File: config.mk
export PLATFORM = sky130hd
export DESIGN_NAME = mips_instr_encoder
export DESIGN_NICKNAME = d
export VERILOG_FILES = /design/src/rtl/mips_instr_encoder.sv
export SDC_FILE = /design/constraint.sdc
export NUM_CORES = 1
export LEC_CHECK = 0
export ABC_AREA = 1
export CORE_UTILIZATION = 37
export CTS_BUF_LIST = sky130_fd_sc_hd__clkbuf_4 sky130_fd_sc_hd__clkbuf_8
export DETAILED_ROUTE_END_ITERATION = 10
export PLACE_DENSITY_LB_ADDON = 0.12
export SKIP_LAST_GASP = 1
export SLEW_MARGIN = 30
export SYNTH_ARGS = -nofsm -noshare
export SYNTH_HDL_FRONTEND = slang
export SYNTH_SLANG_ARGS = --single-unit
export TNS_END_PERCENT = 1
File: constraint.sdc
create_clock -name clk -period 3.6 [get_ports clk]
set_input_delay 0.54 -clock clk [delete_from_list [all_inputs] [get_ports clk]]
set_output_delay 0.54 -clock clk [all_outputs]
set_load 0.005 [all_outputs]
File: src/rtl/mips_instr_encoder.sv
// Packs instruction fields into 32-bit MIPS words for imem loading, one output register stage.
// Optional macro ENC_SHAMT_EN adds a shamt port that fills R-type bits [10:6].
module mips_instr_encoder #(
  parameter int ADDR_W    = 8,
  parameter int BASE_ADDR = 0
) (
  input  logic              clk,
  input  logic              reset,
  input  logic              restart,
  input  logic              in_valid,
  output logic              in_ready,
  input  logic [2:0]        op_sel,
  input  logic [4:0]        rs,
  input  logic [4:0]        rt,
  input  logic [4:0]        rd,
  input  logic [5:0]        funct,
  input  logic [15:0]       imm,
`ifdef ENC_SHAMT_EN
  input  logic [4:0]        shamt,
`endif
  output logic              out_valid,
  input  logic              out_ready,
  output logic [31:0]       out_instr,
  output logic [ADDR_W-1:0] out_addr,
  output logic              err_illegal,
  output logic [ADDR_W:0]   word_count
);

  localparam logic [ADDR_W-1:0] BASE    = ADDR_W'(BASE_ADDR);
  localparam logic [ADDR_W:0]   CNT_MAX = {1'b1, {ADDR_W{1'b0}}};

  function automatic logic [31:0] encode(
    input logic [2:0]  op,
    input logic [4:0]  f_rs,
    input logic [4:0]  f_rt,
    input logic [4:0]  f_rd,
    input logic [4:0]  f_sh,
    input logic [5:0]  f_funct,
    input logic [15:0] f_imm
  );
    logic [31:0] w;
    case (op)
      3'd0:    w = {6'h00, f_rs, f_rt, f_rd, f_sh, f_funct};
      3'd1:    w = {6'h23, f_rs, f_rt, f_imm};
      3'd2:    w = {6'h2B, f_rs, f_rt, f_imm};
      3'd3:    w = {6'h04, f_rs, f_rt, f_imm};
      3'd4:    w = {6'h08, f_rs, f_rt, f_imm};
      default: w = 32'h0;
    endcase
    return w;
  endfunction

  logic [4:0] shamt_f;
`ifdef ENC_SHAMT_EN
  assign shamt_f = shamt;
`else
  assign shamt_f = 5'd0;
`endif

  logic              vld_p1;
  logic [31:0]       instr_p1;
  logic [ADDR_W-1:0] addr_p1;
  logic [ADDR_W-1:0] addr_nxt;
  logic              err_p1;
  logic [ADDR_W:0]   cnt;

  logic              out_hs;
  logic              accept;
  logic              legal;
  logic [ADDR_W-1:0] addr_load;

  assign in_ready  = !restart && (!vld_p1 || out_ready);
  assign out_hs    = vld_p1 && out_ready && !restart;
  assign accept    = in_valid && in_ready;
  assign legal     = (op_sel <= 3'd4);
  // A word loaded in the same cycle as a handoff takes the address after the departing one.
  assign addr_load = out_hs ? addr_nxt + 1'b1 : addr_nxt;

  // Stage p0 -> p1: field bundle to registered output word
  always_ff @(posedge clk) begin
    if (reset) begin
      vld_p1   <= 1'b0;
      instr_p1 <= 32'h0;
      addr_p1  <= BASE;
      addr_nxt <= BASE;
      err_p1   <= 1'b0;
      cnt      <= '0;
    end else if (restart) begin
      vld_p1   <= 1'b0;
      addr_p1  <= BASE;
      addr_nxt <= BASE;
      err_p1   <= 1'b0;
      cnt      <= '0;
    end else begin
      err_p1 <= accept && !legal;
      if (out_hs) begin
        addr_nxt <= addr_nxt + 1'b1;
        if (cnt != CNT_MAX) cnt <= cnt + 1'b1;
      end
      if (accept && legal) begin
        vld_p1   <= 1'b1;
        instr_p1 <= encode(op_sel, rs, rt, rd, shamt_f, funct, imm);
        addr_p1  <= addr_load;
      end else if (out_hs) begin
        vld_p1 <= 1'b0;
      end
    end
  end

  assign out_valid   = vld_p1;
  assign out_instr   = instr_p1;
  assign out_addr    = addr_p1;
  assign err_illegal = err_p1;
  assign word_count  = cnt;

endmodule

==> flow_metrics.py <==
metrics = {
    "power": {
        "power.internal_mw": 0.882,
        "seq_power_share": 0.552,
        "total_leakage_power_nw": 1.45,
        "power.switching_mw": 0.300,
        "combPwrFrac": 0.152,
        "clockPowerShare": 0.296,
        "power.density_nw_per_um2": 320,
        "p_sw_frac": 0.254,
        "power.ir.vdd_worst_uv": 162,
    },
    "route": {
        "routed-via-count": 2563,
        "count_of_tritonroute_iterations_in_the_first_routing_pass": 4,
        "detailedRoute.firstIterationViolations": 95,
        "remaining_drc_errors": 0,
        "final_antenna_net_count": 0,
        "wire_per_inst_um": 11.4,
        "drt-vias-per-instance": 4.55,
        "postRouteWirelength_um": 6390,
    },
    "cells_and_area": {
        "diodes": 0,
        "syn2layout_area_growth_pct": 38.1,
        "post-route-cell-area_um2": 3690,
        "nNetsFinal": 514,
        "drive_gt1_frac": 0.0578,
    },
    "worst_hold_path": {
        "worstHoldPathType": "reg -> reg",
    },
    "sta": {
        "worst-slew-pin-transition_ns": 0.671,
        "period_minus_slack_ns": 2.39,
        "clock_skew_ns": 0.00888,
        "unrepaired_setup_endpoints_after_global_routing": "no",
        "final_max_slew_viol_count": 0,
        "finalSetupTns_ns": 0,
        "period_share": 0.665,
        "timing.slew.headroom": 0.552,
        "max_freq_ghz": 0.418,
        "hold_viol_final": 0,
        "setup-violations-final": 0,
    },
    "synthesis": {
        "synth_cell_types": 29,
        "syn_nets": 431,
        "netlist_instances": 383,
        "post_synthesis_sequential_area_ratio": 0.419,
        "post_synth_instance_area_um2": 2680,
        "yosysWarningCount": 0,
        "synth-seq-cells": 56,
        "postSynthAreaPerCell_um2": 6.98,
    },
    "clocking": {
        "post_cts_resize_count": 0,
        "cts.path.max_buffers": 2,
        "post_cts_setup_bufs": 0,
        "reg_clk_slew_reported_paths_ns": 0.09,
        "tritoncts_num_sinks": 56,
        "tritoncts": "built",
        "h-tree-depth": 2,
        "clkLatencyLatePin_ns": 0.31,
        "root_buffer_master": "clkbuf_8",
        "cts_hold_buffers": 0,
        "tritoncts.num_buffers": 5,
    },
    "global_routing": {
        "total_congestion_overflow_after_global_routing": 0,
        "grt_max_degree": 47,
        "grt_first_pass_wirelength_um": 10700,
        "grt_pass1_vias": 2341,
        "grt_antenna_before_repair": 0,
        "gr_usage_total": 0.178,
    },
    "worst_setup_path": {
        "arrival_ns": 1.85,
        "timing.setup.critical_path_class": "in -> out",
        "endpoint_kind": "primary output",
        "worst-path-max-fanout": 2,
        "worst_ep_required_time_ns": 3.06,
        "worstSetupStartpointType": "primary input",
    },
    "placement": {
        "detailed_place.area_um2": 3600,
        "io_buffers": 95,
        "place.detailed.hpwl_um": 4510,
        "gp_routability_congestion": 0.776,
    },
    "die": {
        "ios": 97,
        "row_count": 30,
        "die_h_um": 87.0,
        "die_w_um": 87.0,
        "design.die.area_um2": 7570,
        "floorplan.initialDensity": 0.387,
        "core_region_area_um2": 6910,
    },
    "run_status": {
        "status": "finished clean",
    },
    "job": {
        "cap_violations": 0,
    },
}
power groups by stage:
stage          logic (mW)  clock network (mW)  registers, mW
6_report            0.180               0.350          0.653
3_3_place_gp        0.181                   0          0.667
3_5_place_dp        0.182                   0          0.667
2_1_floorplan      0.0777                   0          0.668
5_1_grt             0.199               0.387          0.656
4_1_cts             0.183               0.364          0.653
registers in the layout, summed over array words and instances, names as in the netlist:
signal       count
err_illegal      1
word_count       9
out_instr       29
out_valid        1
addr_nxt         8
out_addr         8
cells in the final DEF, fill, tap and decap left out:
| cell type | Yosys | final |
|---|---|---|
| a21oi_1 | 15 | 15 |
| a21oi_2 | 2 | 2 |
| buf_4 | 5 | 1 |
| clkbuf_8 | 0 | 5 |
| clkdlybuf4s50_1 | 0 | 95 |
| clkinv_4 | 0 | 1 |
| clkinvlp_4 | 0 | 2 |
| conb_1 | 1 | 1 |
| dfxtp_1 | 56 | 56 |
| ha_1 | 3 | 3 |
| inv_1 | 23 | 23 |
| inv_2 | 4 | 4 |
| inv_4 | 1 | 1 |
| nand2_1 | 89 | 89 |
| nand2_2 | 2 | 2 |
| nand3_1 | 16 | 16 |
| nand3_2 | 1 | 1 |
| nand3_4 | 1 | 1 |
| nand4_1 | 2 | 2 |
| nor2_1 | 80 | 80 |
| nor2_2 | 3 | 3 |
| nor2_4 | 3 | 3 |
| nor2_8 | 1 | 1 |
| nor4_1 | 1 | 1 |
| o21a_1 | 1 | 1 |
| o21ai_0 | 42 | 42 |
| o21ai_1 | 10 | 10 |
| o21bai_1 | 4 | 4 |
| xor2_1 | 2 | 2 |
layout make-up:
class / count / area [µm²]
Sequential cell: 56 / 1120
Fill cell: 687 / 3210
Multi-Input combinational cell: 279 / 1290
Inverter: 28 / 108
Timing Repair Buffer: 96 / 958
Clock inverter: 3 / 23.8
Tap cell: 96 / 120
Clock buffer: 5 / 68.8
worst paths after layout:
| check | from | to | slack, ns | cells after the start |
|---|---|---|---|---|
| max | out_ready | in_ready | 1.21 | 4 |
| min | out_instr[28] | out_instr[28] | 0.49 | 2 |
| max reg2reg | out_valid | out_instr[0] | 1.98 | 6 |
| min reg2reg | out_instr[28] | out_instr[28] | 0.49 | 2 |
cells in the mapped netlist:
library cell / n / share of area
nor2_1: 80 / 0.11
clkbuf_2: 1 / 0.0019
nand3_4: 1 / 0.0065
nand4_1: 2 / 0.0047
o21bai_1: 4 / 0.011
inv_4: 1 / 0.0023
inv_2: 4 / 0.0056
buf_4: 5 / 0.014
a21oi_1: 15 / 0.028
nor2_4: 3 / 0.013
dfxtp_1: 56 / 0.42
a21oi_2: 2 / 0.0065
conb_1: 1 / 0.0014
buf_6: 7 / 0.029
nor2_2: 3 / 0.0070
o21ai_0: 42 / 0.079
o21a_1: 1 / 0.0028
xor2_1: 2 / 0.0065
o21ai_1: 10 / 0.019
buf_2: 3 / 0.0056
nand3_2: 1 / 0.0037
clkbuf_1: 4 / 0.0056
nor2_8: 1 / 0.0075
nand2_1: 89 / 0.12
nand3_1: 16 / 0.030
inv_1: 23 / 0.032
nand2_2: 2 / 0.0047
ha_1: 3 / 0.014
nor4_1: 1 / 0.0023
per-layer routing:
layer  track usage  vias to the layer above  part of all wire
met5             0                        -                 0
met1         0.222                     1109              0.45
met4        0.0409                        0            0.0092
li1              -                     1375                 -
met3        0.0578                        5             0.069
met2         0.299                       74              0.47
stage by stage:
step	worst slack [ns]	utilization	hold slack, ns	power (mW)	cells
2_1_floorplan	2.16	-	0.461	0.746	383
3_5_place_dp	1.19	0.522	0.462	0.848	555
3_3_place_gp	1.19	0.522	0.453	0.848	555
4_1_cts	1.20	0.535	0.486	1.20	563
5_1_grt	1.17	0.535	0.507	1.24	563
6_report	1.21	0.535	0.488	1.18	563
cell families after synthesis:
group | synth area share
XOR/XNOR | 0.00655
adder cells (fa/ha/maj) | 0.0140
buffers and inverters | 0.0968
AO/OA/AOI/OAI | 0.146
flip-flops | 0.419
other | 0.00140
AND/OR/NAND/NOR | 0.316
critical path, cell delays in order:
cell	delay, ns
clkdlybuf4s50_1	0.53
inv_1	0.08
a21oi_1	0.17
clkdlybuf4s50_1	0.53
(Power assumes the default switching activity.)
